### config.mk
export PLATFORM = sky130hd
export DESIGN_NAME = mdu_ctrl
export DESIGN_NICKNAME = d
export VERILOG_FILES = /design/src/rtl/mdu_pkg.sv /design/src/rtl/div_iter.sv /design/src/rtl/mdu_ctrl.sv
export SDC_FILE = /design/constraint.sdc
export NUM_CORES = 2
export LEC_CHECK = 0
export BUFFER_PORTS_ARGS = -buffer_cell sky130_fd_sc_hd__buf_2
export CORE_ASPECT_RATIO = 0.6
export CORE_MARGIN = 5
export CORE_UTILIZATION = 40
export CTS_CLUSTER_SIZE = 28
export DETAILED_ROUTE_END_ITERATION = 7
export PLACE_DENSITY = 0.63
export SLEW_MARGIN = 40
export SYNTH_ARGS = -nofsm -noshare
export SYNTH_HDL_FRONTEND = slang
export SYNTH_SLANG_ARGS = --single-unit
### constraint.sdc
create_clock -name clk -period 8.5 [get_ports clk]
set_input_delay 0.425 -clock clk [delete_from_list [all_inputs] [get_ports clk]]
set_output_delay 0.425 -clock clk [all_outputs]
set_load 0.03 [all_outputs]
### src/rtl/mdu_pkg.sv
// mdu_pkg: op codes, FSM states and sizing constants shared by the HI/LO
// multiply/divide controller and its divide datapath.
package mdu_pkg;

  localparam int DIV_ITER    = 32;
  localparam int MUL_LAT_DEF = 2;

  typedef enum logic [3:0] {
    OP_MULT  = 4'd0,
    OP_MULTU = 4'd1,
    OP_DIV   = 4'd2,
    OP_DIVU  = 4'd3,
    OP_MTHI  = 4'd4,
    OP_MTLO  = 4'd5,
    OP_MADD  = 4'd6,
    OP_MADDU = 4'd7,
    OP_MSUB  = 4'd8,
    OP_MSUBU = 4'd9
  } op_e;

  typedef enum logic [1:0] {
    ST_IDLE = 2'd0,
    ST_MUL  = 2'd1,
    ST_DIV  = 2'd2,
    ST_DONE = 2'd3
  } state_e;

  // Magnitude of a 32-bit value, treating it as two's complement only when sgn is set.
  function automatic logic [31:0] abs32(input logic [31:0] v, input logic sgn);
    return (sgn && v[31]) ? (~v + 32'd1) : v;
  endfunction

endpackage

### src/rtl/div_iter.sv
// div_iter: radix-2 restoring divider on unsigned magnitudes, one quotient bit
// per cycle for DIV_ITER cycles after start. quotient/remainder present the
// result of the current step, so they hold the final answer while done is high.
module div_iter
  import mdu_pkg::*;
(
  input  logic        clk,
  input  logic        resetn,
  input  logic        start,
  input  logic        abort,
  input  logic [31:0] dividend,
  input  logic [31:0] divisor,
  output logic        done,
  output logic [31:0] quotient,
  output logic [31:0] remainder
);

  localparam int CW = $clog2(DIV_ITER);

  logic          busy;
  logic [CW-1:0] cnt;
  logic [31:0]   rem_q;
  logic [31:0]   quo_q;
  logic [31:0]   dsr_q;
  logic [32:0]   shifted;
  logic          fits;

  // One restoring step: shift in the next dividend bit and subtract if it fits.
  always_comb begin
    shifted   = {rem_q, quo_q[31]};
    fits      = (shifted >= {1'b0, dsr_q});
    quotient  = {quo_q[30:0], fits};
    remainder = fits ? (shifted[31:0] - dsr_q) : shifted[31:0];
    done      = busy && (cnt == CW'(DIV_ITER - 1));
  end

  // Iteration registers: load on start, step while busy, drop out on abort.
  always_ff @(posedge clk or negedge resetn) begin
    if (!resetn) begin
      busy  <= 1'b0;
      cnt   <= '0;
      rem_q <= '0;
      quo_q <= '0;
      dsr_q <= '0;
    end else if (abort) begin
      busy <= 1'b0;
      cnt  <= '0;
    end else if (start) begin
      busy  <= 1'b1;
      cnt   <= '0;
      rem_q <= '0;
      quo_q <= dividend;
      dsr_q <= divisor;
    end else if (busy) begin
      rem_q <= remainder;
      quo_q <= quotient;
      cnt   <= cnt + CW'(1);
      if (done) begin
        busy <= 1'b0;
      end
    end
  end

endmodule

### src/rtl/mdu_ctrl.sv
// mdu_ctrl: HI/LO unit controller. Multiplies run through a MUL_LAT-deep
// product pipeline, divides through div_iter, MTHI/MTLO complete directly.
// Results land in registered hi_o/lo_o and are strobed by a one-cycle hilo_we.
// Build macro MDU_MADD_EN adds MADD/MADDU/MSUB/MSUBU (accumulate into HI/LO);
// without it those op codes are ignored.
module mdu_ctrl
  import mdu_pkg::*;
#(
  parameter int MUL_LAT = MUL_LAT_DEF
) (
  input  logic        clk,
  input  logic        resetn,
  input  logic        op_valid,
  input  logic [3:0]  op,
  input  logic [31:0] src_a,
  input  logic [31:0] src_b,
  input  logic [31:0] hi_i,
  input  logic [31:0] lo_i,
  input  logic        flush,
  output logic        stall_o,
  output logic        hilo_we,
  output logic [31:0] hi_o,
  output logic [31:0] lo_o
);

  localparam int PIPE_N = (MUL_LAT > 1) ? MUL_LAT - 1 : 1;

  state_e      state;
  state_e      state_nxt;
  logic        dec_mul;
  logic        dec_div;
  logic        dec_mt;
  logic        dec_signed;
  logic        accept;
  logic        div_start;
  logic        div_done;
  logic        mul_last;
  logic [2:0]  mul_cnt;
  logic [31:0] a_q;
  logic [31:0] b_q;
  logic        sgn_q;
  logic [63:0] ext_a;
  logic [63:0] ext_b;
  logic [63:0] mul_comb;
  logic [63:0] mul_res;
  logic [63:0] mul_final;
  logic [63:0] mul_pipe [PIPE_N];
  logic [31:0] div_dividend;
  logic [31:0] div_divisor;
  logic [31:0] div_q;
  logic [31:0] div_r;
  logic [31:0] quo_fix;
  logic [31:0] rem_fix;
`ifdef MDU_MADD_EN
  logic        dec_add;
  logic        dec_sub;
  logic        add_q;
  logic        sub_q;
  logic [63:0] acc_q;
`endif

  // Classify the incoming op code into multiply / divide / move-to classes.
  always_comb begin
    dec_mul    = 1'b0;
    dec_div    = 1'b0;
    dec_mt     = 1'b0;
    dec_signed = 1'b0;
`ifdef MDU_MADD_EN
    dec_add    = 1'b0;
    dec_sub    = 1'b0;
`endif
    case (op)
      OP_MULT:  begin dec_mul = 1'b1; dec_signed = 1'b1; end
      OP_MULTU: dec_mul = 1'b1;
      OP_DIV:   begin dec_div = 1'b1; dec_signed = 1'b1; end
      OP_DIVU:  dec_div = 1'b1;
      OP_MTHI:  dec_mt = 1'b1;
      OP_MTLO:  dec_mt = 1'b1;
`ifdef MDU_MADD_EN
      OP_MADD:  begin dec_mul = 1'b1; dec_signed = 1'b1; dec_add = 1'b1; end
      OP_MADDU: begin dec_mul = 1'b1; dec_add = 1'b1; end
      OP_MSUB:  begin dec_mul = 1'b1; dec_signed = 1'b1; dec_sub = 1'b1; end
      OP_MSUBU: begin dec_mul = 1'b1; dec_sub = 1'b1; end
`endif
      default:  ;
    endcase
  end

  assign accept   = (state == ST_IDLE) && op_valid && !flush && (dec_mul || dec_div || dec_mt);
  assign mul_last = (state == ST_MUL) && (mul_cnt == 3'(MUL_LAT - 1));

  // State register.
  always_ff @(posedge clk or negedge resetn) begin
    if (!resetn) begin
      state <= ST_IDLE;
    end else begin
      state <= state_nxt;
    end
  end

  // Next-state logic; flush overrides everything and returns to IDLE.
  always_comb begin
    state_nxt = state;
    if (flush) begin
      state_nxt = ST_IDLE;
    end else begin
      case (state)
        ST_IDLE: if (accept) state_nxt = dec_mul ? ST_MUL : (dec_div ? ST_DIV : ST_DONE);
        ST_MUL:  if (mul_last) state_nxt = ST_DONE;
        ST_DIV:  if (div_done) state_nxt = ST_DONE;
        ST_DONE: state_nxt = ST_IDLE;
        default: state_nxt = ST_IDLE;
      endcase
    end
  end

  // Outputs: stall from acceptance of a long op until its result is ready.
  always_comb begin
    stall_o   = ((state == ST_IDLE) && accept && (dec_mul || dec_div)) ||
                (state == ST_MUL) || (state == ST_DIV);
    hilo_we   = (state == ST_DONE) && !flush;
    div_start = accept && dec_div;
  end

  // Operand extension and the inferred 64-bit product of the latched operands.
  always_comb begin
    ext_a    = sgn_q ? {{32{a_q[31]}}, a_q} : {32'd0, a_q};
    ext_b    = sgn_q ? {{32{b_q[31]}}, b_q} : {32'd0, b_q};
    mul_comb = ext_a * ext_b;
  end

  // Product pipeline so the product is retimed across MUL_LAT cycles.
  always_ff @(posedge clk or negedge resetn) begin
    if (!resetn) begin
      for (int i = 0; i < PIPE_N; i++) mul_pipe[i] <= '0;
    end else begin
      mul_pipe[0] <= mul_comb;
      for (int i = 1; i < PIPE_N; i++) mul_pipe[i] <= mul_pipe[i-1];
    end
  end

  assign mul_res = (MUL_LAT == 1) ? mul_comb : mul_pipe[PIPE_N-1];

  // Final multiply result, optionally accumulated into the latched HI/LO.
  always_comb begin
`ifdef MDU_MADD_EN
    if (add_q)      mul_final = acc_q + mul_res;
    else if (sub_q) mul_final = acc_q - mul_res;
    else            mul_final = mul_res;
`else
    mul_final = mul_res;
`endif
  end

  assign div_dividend = abs32(src_a, dec_signed);
  assign div_divisor  = abs32(src_b, dec_signed);

  div_iter u_div (
    .clk       (clk),
    .resetn    (resetn),
    .start     (div_start),
    .abort     (flush),
    .dividend  (div_dividend),
    .divisor   (div_divisor),
    .done      (div_done),
    .quotient  (div_q),
    .remainder (div_r)
  );

  // Sign restoration for signed divide; divide by zero has a fixed answer.
  always_comb begin
    quo_fix = (sgn_q && (a_q[31] ^ b_q[31])) ? (~div_q + 32'd1) : div_q;
    rem_fix = (sgn_q && a_q[31]) ? (~div_r + 32'd1) : div_r;
    if (b_q == '0) begin
      quo_fix = '1;
      rem_fix = a_q;
    end
  end

  // Operand latching at acceptance and result capture into hi_o/lo_o.
  always_ff @(posedge clk or negedge resetn) begin
    if (!resetn) begin
      a_q     <= '0;
      b_q     <= '0;
      sgn_q   <= 1'b0;
      mul_cnt <= '0;
      hi_o    <= '0;
      lo_o    <= '0;
`ifdef MDU_MADD_EN
      acc_q   <= '0;
      add_q   <= 1'b0;
      sub_q   <= 1'b0;
`endif
    end else begin
      if (accept) begin
        a_q     <= src_a;
        b_q     <= src_b;
        sgn_q   <= dec_signed;
        mul_cnt <= '0;
`ifdef MDU_MADD_EN
        acc_q   <= {hi_i, lo_i};
        add_q   <= dec_add;
        sub_q   <= dec_sub;
`endif
        if (dec_mt) begin
          hi_o <= (op == OP_MTHI) ? src_a : hi_i;
          lo_o <= (op == OP_MTLO) ? src_a : lo_i;
        end
      end
      if ((state == ST_MUL) && !flush) begin
        mul_cnt <= mul_cnt + 3'd1;
        if (mul_last) begin
          {hi_o, lo_o} <= mul_final;
        end
      end
      if ((state == ST_DIV) && div_done && !flush) begin
        hi_o <= rem_fix;
        lo_o <= quo_fix;
      end
    end
  end

endmodule

* Word level (Yosys, flattened, before mapping)
Cells that the tools add are included.
** Cells by class
- Multipliers :: 1
- Magnitude comparators :: 1
- $add $sub $neg :: 7
- Equal/unequal tests :: 13
- Reduce and logical (&&, ||, !) cells :: 34
- Mux-type cells :: 45
- Bitwise gates (word level) :: 6
** Operators by type and width (number)
- 32-bit 2-to-1 mux :: 23
- 32-bit by 1-bit adder with 32-bit output (second input constant) :: 4
- 64-bit 2-to-1 mux :: 2
- 32-bit inverter :: 4
- 64-bit by 64-bit multiplier with 64-bit output :: 1
- 33-bit by 32-bit >= comparator with 1-bit output :: 1
- 32-bit logical NOT :: 1
- 32-bit subtractor :: 1
- 1-bit logical AND :: 16
- 5-bit 2-to-1 mux :: 3
- 2-bit 2-to-1 mux :: 5
- 1-bit 2-to-1 mux :: 9
- 3-bit != test (second input constant) :: 3
- 4-bit by 2-bit == test with 1-bit output (second input constant) :: 2
- 4-bit by 3-bit == test with 1-bit output (second input constant) :: 2
- 2-bit one-hot mux with 4 select lines :: 1
- 2-bit OR reduction :: 4
- 3-bit 2-to-1 mux :: 2
- 5-bit by 1-bit adder with 5-bit output (second input constant) :: 1
- 5-bit == test (second input constant) :: 1
- 2-bit == test (second input constant) :: 2
- 4-bit by 1-bit == test with 1-bit output (second input constant) :: 1
- 4-bit logical NOT :: 1
- 1-bit logical OR :: 4
- other kinds (11) :: 13
** Word-level totals
- Flip-flop bits (word level) :: 300
- Word-level logic and storage cells :: 120
- Bits of input ports :: 136
- Output and inout port bits :: 66

* Longest topological paths before layout
- Depth in word-level cells :: 10
- Depth in mapped cells :: 39

* Cells and area by module
From an unflattened synthesis, not the netlist that was laid out.
** Second synthesis, totals
- Cell total of the unflattened synthesis :: 7021
- Area, all modules :: 65993.3 um^2
** Modules (own cells, without submodules)
- mdu_ctrl :: area each 59389.5 um^2, times used 1, cells an instance 6331
- div_iter :: area each 6603.8 um^2, times used 1, cells an instance 690

* Least setup slack after synthesis
OpenSTA, ideal clock, no wires.
- Path type :: register -> register
- Start point :: reg a_q[31]
- End point :: reg mul_pipe, in the netlist mul_final[63]
- Cell stages (with the launch flop) :: 32
- Clock period less this slack :: 9.238 ns
- Setup time :: 0.079 ns
- Path slack :: -0.738 ns
- Arrival time :: 9.159 ns
- Path through :: dfrtp_1 > and2_1 > clkbuf_1 > clkbuf_1 > buf_1 > nand2_1 > fa_1 > inv_1 > fa_1 > fa_1 > inv_1 > fa_1 > inv_1 > fa_1 > fa_1 > fa_1 > fa_1 > fa_1 > inv_1 > fa_1 > inv_1 > ha_1 > nand3_1 > nor2_1 > nand3_1 > or3_1 > o21ai_0 > a2111oi_0 > o21bai_1 > nand4b_1 > a31oi_1 > xor2_1
** Between the ends
- Word-level cells in the longest chain between the ends :: 2
** Ends and longest elaborated chain
- from (decl) :: line mdu_ctrl.sv:39 : logic [31:0] a_q;
- from (signal assigned) :: line mdu_ctrl.sv:196 : a_q <= src_a;
- 64-bit 2-to-1 mux :: line mdu_ctrl.sv:127 : ext_a = sgn_q ? {{32{a_q[31]}}, a_q} : {32'd0, a_q};
- 64-bit by 64-bit multiplier with 64-bit output :: line mdu_ctrl.sv:129 : mul_comb = ext_a * ext_b;
- net mul_comb[63] :: line mdu_ctrl.sv:44 : logic [63:0] mul_comb;
- to (decl) :: line mdu_ctrl.sv:47 : logic [63:0] mul_pipe [PIPE_N];
The timed path passes the listed nets, and every way through them passes these cells.
A chain may end at the register's enable or synchronous reset.

* Worst setup path after layout
- Start point :: reg a_q[31]
- End point :: reg mul_pipe, in the netlist mul_final[59]
The elaborated chain is that of the path after synthesis.

==> flow_summary_export.csv <==
group,metric,value,unit
status,status,"finished, violations left",
status,violations,"negative setup slack",
detailed_routing,finalWirelength,229,mm
logic_synthesis,ys_ff_latch,300,
detailed_routing,drtPass1Iterations,8,
setup_path,slowest_delay,670,ps
sta,hold_viol,0,
setup_path,end_kind,"flip-flop",
layout,final_core_util,0.467,
setup_path,reg2reg_depth,32,
sta,worstMarginPinSlew,954,ps
sta,finalSetupViolations,15,
sta,fin_tns_setup,-2030,ps
setup_path,critical_path_buf_inv_count,9,
logic_synthesis,synth-edff-count,0,
cts,cts.sinks,300,
sta,setup_ws,-299,ps
detailed_routing,viasPerCell,5.32,
sta,drv_slew,0,
layout,drive_gt1_frac,0.157,
sta,clock_skew,27.6,ps
logic_synthesis,async_flop_share,1.00,
floorplan,num_rows,114,
setup_path,critPathTopFamily,"adder cells",
setup_path,cp_slowest_cell,"fa_2",
cts,clk_pin_slew,70,ps
cts,htree_levels,2,
grt,grt_overflow_total,0,
sta,rsz0062_at_grt,"true",
setup_path,cpMostUsedCell,"fa_1",
layout,fin_nets,9353,
detailed_routing,post_drt_wl_per_cell,23.8,µm
logic_synthesis,synth_compound_area_frac,0.0798,
grt,grt_pass1_wl,347,mm
setup_path,critical_path_class,"flip-flop to flip-flop",
cts,clk_latency,580,ps
grt,grtUsageMet2,0.400,
setup_path,crit_fanout,5,
detailed_routing,drc,0,
placement,gp_congestion,1.01,
logic_synthesis,ys.warnings.count,0,
cts,clockBufferDepth,3,
logic_synthesis,synthFlopType,"dfrtp_1",
logic_synthesis,synthXorXnorAreaFrac,0.0357,
setup_path,regToRegStartpoint,"a_q[31]$_DFFE_PN0P_",
logic_synthesis,synthMuxAreaShare,0.0237,
layout,area_growth,15.6,%
grt,grt.total_usage,0.266,
logic_synthesis,ys_seq_area_frac,0.115,
placement,numPortBuffers,201,
detailed_routing,drtIter0Drc,4898,
layout,final-seq-area,7520,µm²
layout,fin_cells,9624,
cts,cts_tree,"done",
floorplan,die_h,323,µm
logic_synthesis,yosys.area_share.adder,0.503,
cts,cts_buffers,35,
setup_path,cp_data_required_time,8890,ps
grt,met1_usage,0.385,
setup_path,r2r_end,"mul_final[59]$_DFF_PN0_",
layout,multi_input_area,51400,µm²
sta,fmax,114,MHz
placement,dp.cells,9500,
sta,holdWs,159,ps
job,drv_cap,0,
floorplan,initial_core_util,0.404,
floorplan,die_width,532,µm
logic_synthesis,avgSynthCellArea,9.38,µm²
sta,min_period,8800,ps
floorplan,core-area,162000,µm²
grt,grt_pass1_vias,54500,
logic_synthesis,synth_simple_gate_area_share,0.131,
floorplan,ios,202,
setup_path,r2r_setup_slack,-300,ps
setup_path,startpoint_type,"flip-flop",
sta,max_slew_margin,0.362,
min_path,min_to,"b_q[30]$_DFFE_PN0P_",
setup_path,worstPathArrival,9190,ps
detailed_routing,drtAntennaViolNets,0,
logic_synthesis,synthesis.area,65300,µm²
min_path,hold_path_class,"input pin to flip-flop",
grt,grt-busiest-layer,"met2",
grt,met3_usage,0.0659,
placement,hpwl,191,mm
logic_synthesis,synth_nets,8874,
logic_synthesis,synthCells,6965,
logic_synthesis,ys_types,93,
min_path,holdPathStages,2,
grt,grt_max_degree,135,
sta,min_period_over_period,1.04,
layout,nFillCells,15200,
min_path,holdCritStartpoint,"src_b[30]",
grt,antenna_found_initial,13,
detailed_routing,route.vias.total,51200,
logic_synthesis,synth_top_family_by_area,"adder cells",
cts,clk_root_buffer_cell,"clkbuf_16",
floorplan,dieArea,172000,µm²
==> per-layer routing <==
| layer | routed length, µm | part of all wire |
|---|---|---|
| met2 | 97700 | 0.43 |
| met5 | 24 | 0.00010 |
| met4 | 7530 | 0.033 |
| met1 | 101000 | 0.44 |
| met3 | 22000 | 0.096 |
==> layout make-up <==
class                      instances  share of cell area
inverter                        1558              0.0775
timing repair buffer             819              0.0898
clock inverter                    16             0.00310
multi-input combinational       4730               0.681
sequential                       300              0.0996
tap                             2146              0.0356
antenna                            8            0.000265
clock buffer                      47              0.0130
==> kinds of logic (layout without fill, tap and decap cells) <==
family,after synthesis,count (layout)
buffers and inverters,1935,2440
adder cells (fa/ha/maj),1776,1776
AND/OR/NAND/NOR,1733,1733
AO/OA/AOI/OAI,808,808
flip-flops,300,300
XOR/XNOR,266,266
multiplexers,147,147
other,0,8
==> worst max path at each step <==
stage                              startpoint                       to  slack, ps  cells past startpoint
after floorplan           a_q[31]$_DFFE_PN0P_  mul_final[63]$_DFF_PN0_        -30                     33
final                     a_q[31]$_DFFE_PN0P_  mul_final[59]$_DFF_PN0_       -300                     32
after detailed placement  a_q[26]$_DFFE_PN0P_  mul_final[59]$_DFF_PN0_       -540                     31
after global placement    a_q[26]$_DFFE_PN0P_  mul_final[59]$_DFF_PN0_       -500                     31
after global routing      a_q[31]$_DFFE_PN0P_  mul_final[59]$_DFF_PN0_       -520                     32
after CTS                   sgn_q$_DFFE_PN0P_  mul_final[59]$_DFF_PN0_       -190                     30
==> cells in the final DEF, fill, tap and decap left out, types with 22 or more instances in the layout <==
cell type / synthesis / layout
a211oi_1: 145 / 144
dfrtp_1: 300 / 287
ha_1: 358 / 335
buf_4: 1 / 502
nand3_1: 27 / 24
xnor2_1: 156 / 148
nor4_1: 28 / 26
xor2_1: 110 / 109
and2_1: 558 / 555
a21oi_1: 211 / 191
nand2_1: 721 / 710
a21o_1: 49 / 49
buf_12: 0 / 70
nor3_1: 35 / 33
a31oi_1: 33 / 30
inv_2: 1 / 22
inv_1: 1557 / 1534
o21ai_0: 185 / 171
clkbuf_16: 0 / 36
nor2_1: 201 / 195
and3_1: 34 / 30
mux2_2: 63 / 63
buf_6: 3 / 40
a22oi_1: 22 / 22
fa_2: 0 / 50
mux2i_1: 84 / 83
buf_2: 5 / 199
fa_1: 1415 / 1365
==> registers in the layout, summed over array words and instances (netlist names), 32 cells and up <==
register / count
mul_final: 64
a_q: 32
b_q: 32
hi_o: 32
lo_o: 32
u_div.dsr_q: 32
u_div.quo_q: 32
u_div.rem_q: 32
==> worst register-to-register path, delay by kind of cell (launching register included) <==
family | cells | cell delay (ps)
fa+ha+maj | 11 | 5550
simple gates | 4 | 490
flops | 1 | 410
buf+inv | 9 | 680
compound gates | 8 | 1500
==> repair_timing <==
action	4_1_cts	5_1_grt
setup buffers	43	11
hold buffers	1	0
endpoints found under the setup margin	23	26
endpoints found under the hold margin	104	0
resized for setup	157	73
gates cloned	1	1
pin swaps	103	76
==> metrics by stage <==
stage               setup WS [ps]  area [µm²]
CTS                          -193       75000
floorplan                   -27.9       65400
global placement             -504       72800
detailed placement           -539       72900
finish                       -299       75500
global route                 -517       75500
==> cells in the mapped netlist, types with 14 or more instances <==
cell type     n  share of area
mux2_2       63          0.011
dfrtp_1     300           0.11
and3_1       34         0.0033
or3_1        21         0.0020
fa_1       1415           0.43
and2_1      558          0.053
inv_1      1557          0.089
xor2_1      110          0.015
nor4_1       28         0.0027
nand3_1      27         0.0021
nand2b_1     22         0.0021
a22oi_1      22         0.0025
nor2_1      201          0.012
nand4_1      16         0.0015
a31oi_1      33         0.0032
xnor2_1     156          0.021
buf_1        19         0.0011
o21bai_1     23         0.0026
clkbuf_1    349          0.020
nor2b_1      16         0.0015
a211oi_1    145          0.017
nand2_1     721          0.041
a21o_1       49         0.0056
ha_1        358          0.069
mux2i_1      84          0.013
o31ai_1      21         0.0024
nor3_1       35         0.0027
a21oi_1     211          0.016
o21a_1       14         0.0016
o21ai_0     185          0.014
Power is not shown: default switching activity piles up to over one toggle a cycle in this logic, so the estimate is an artifact.
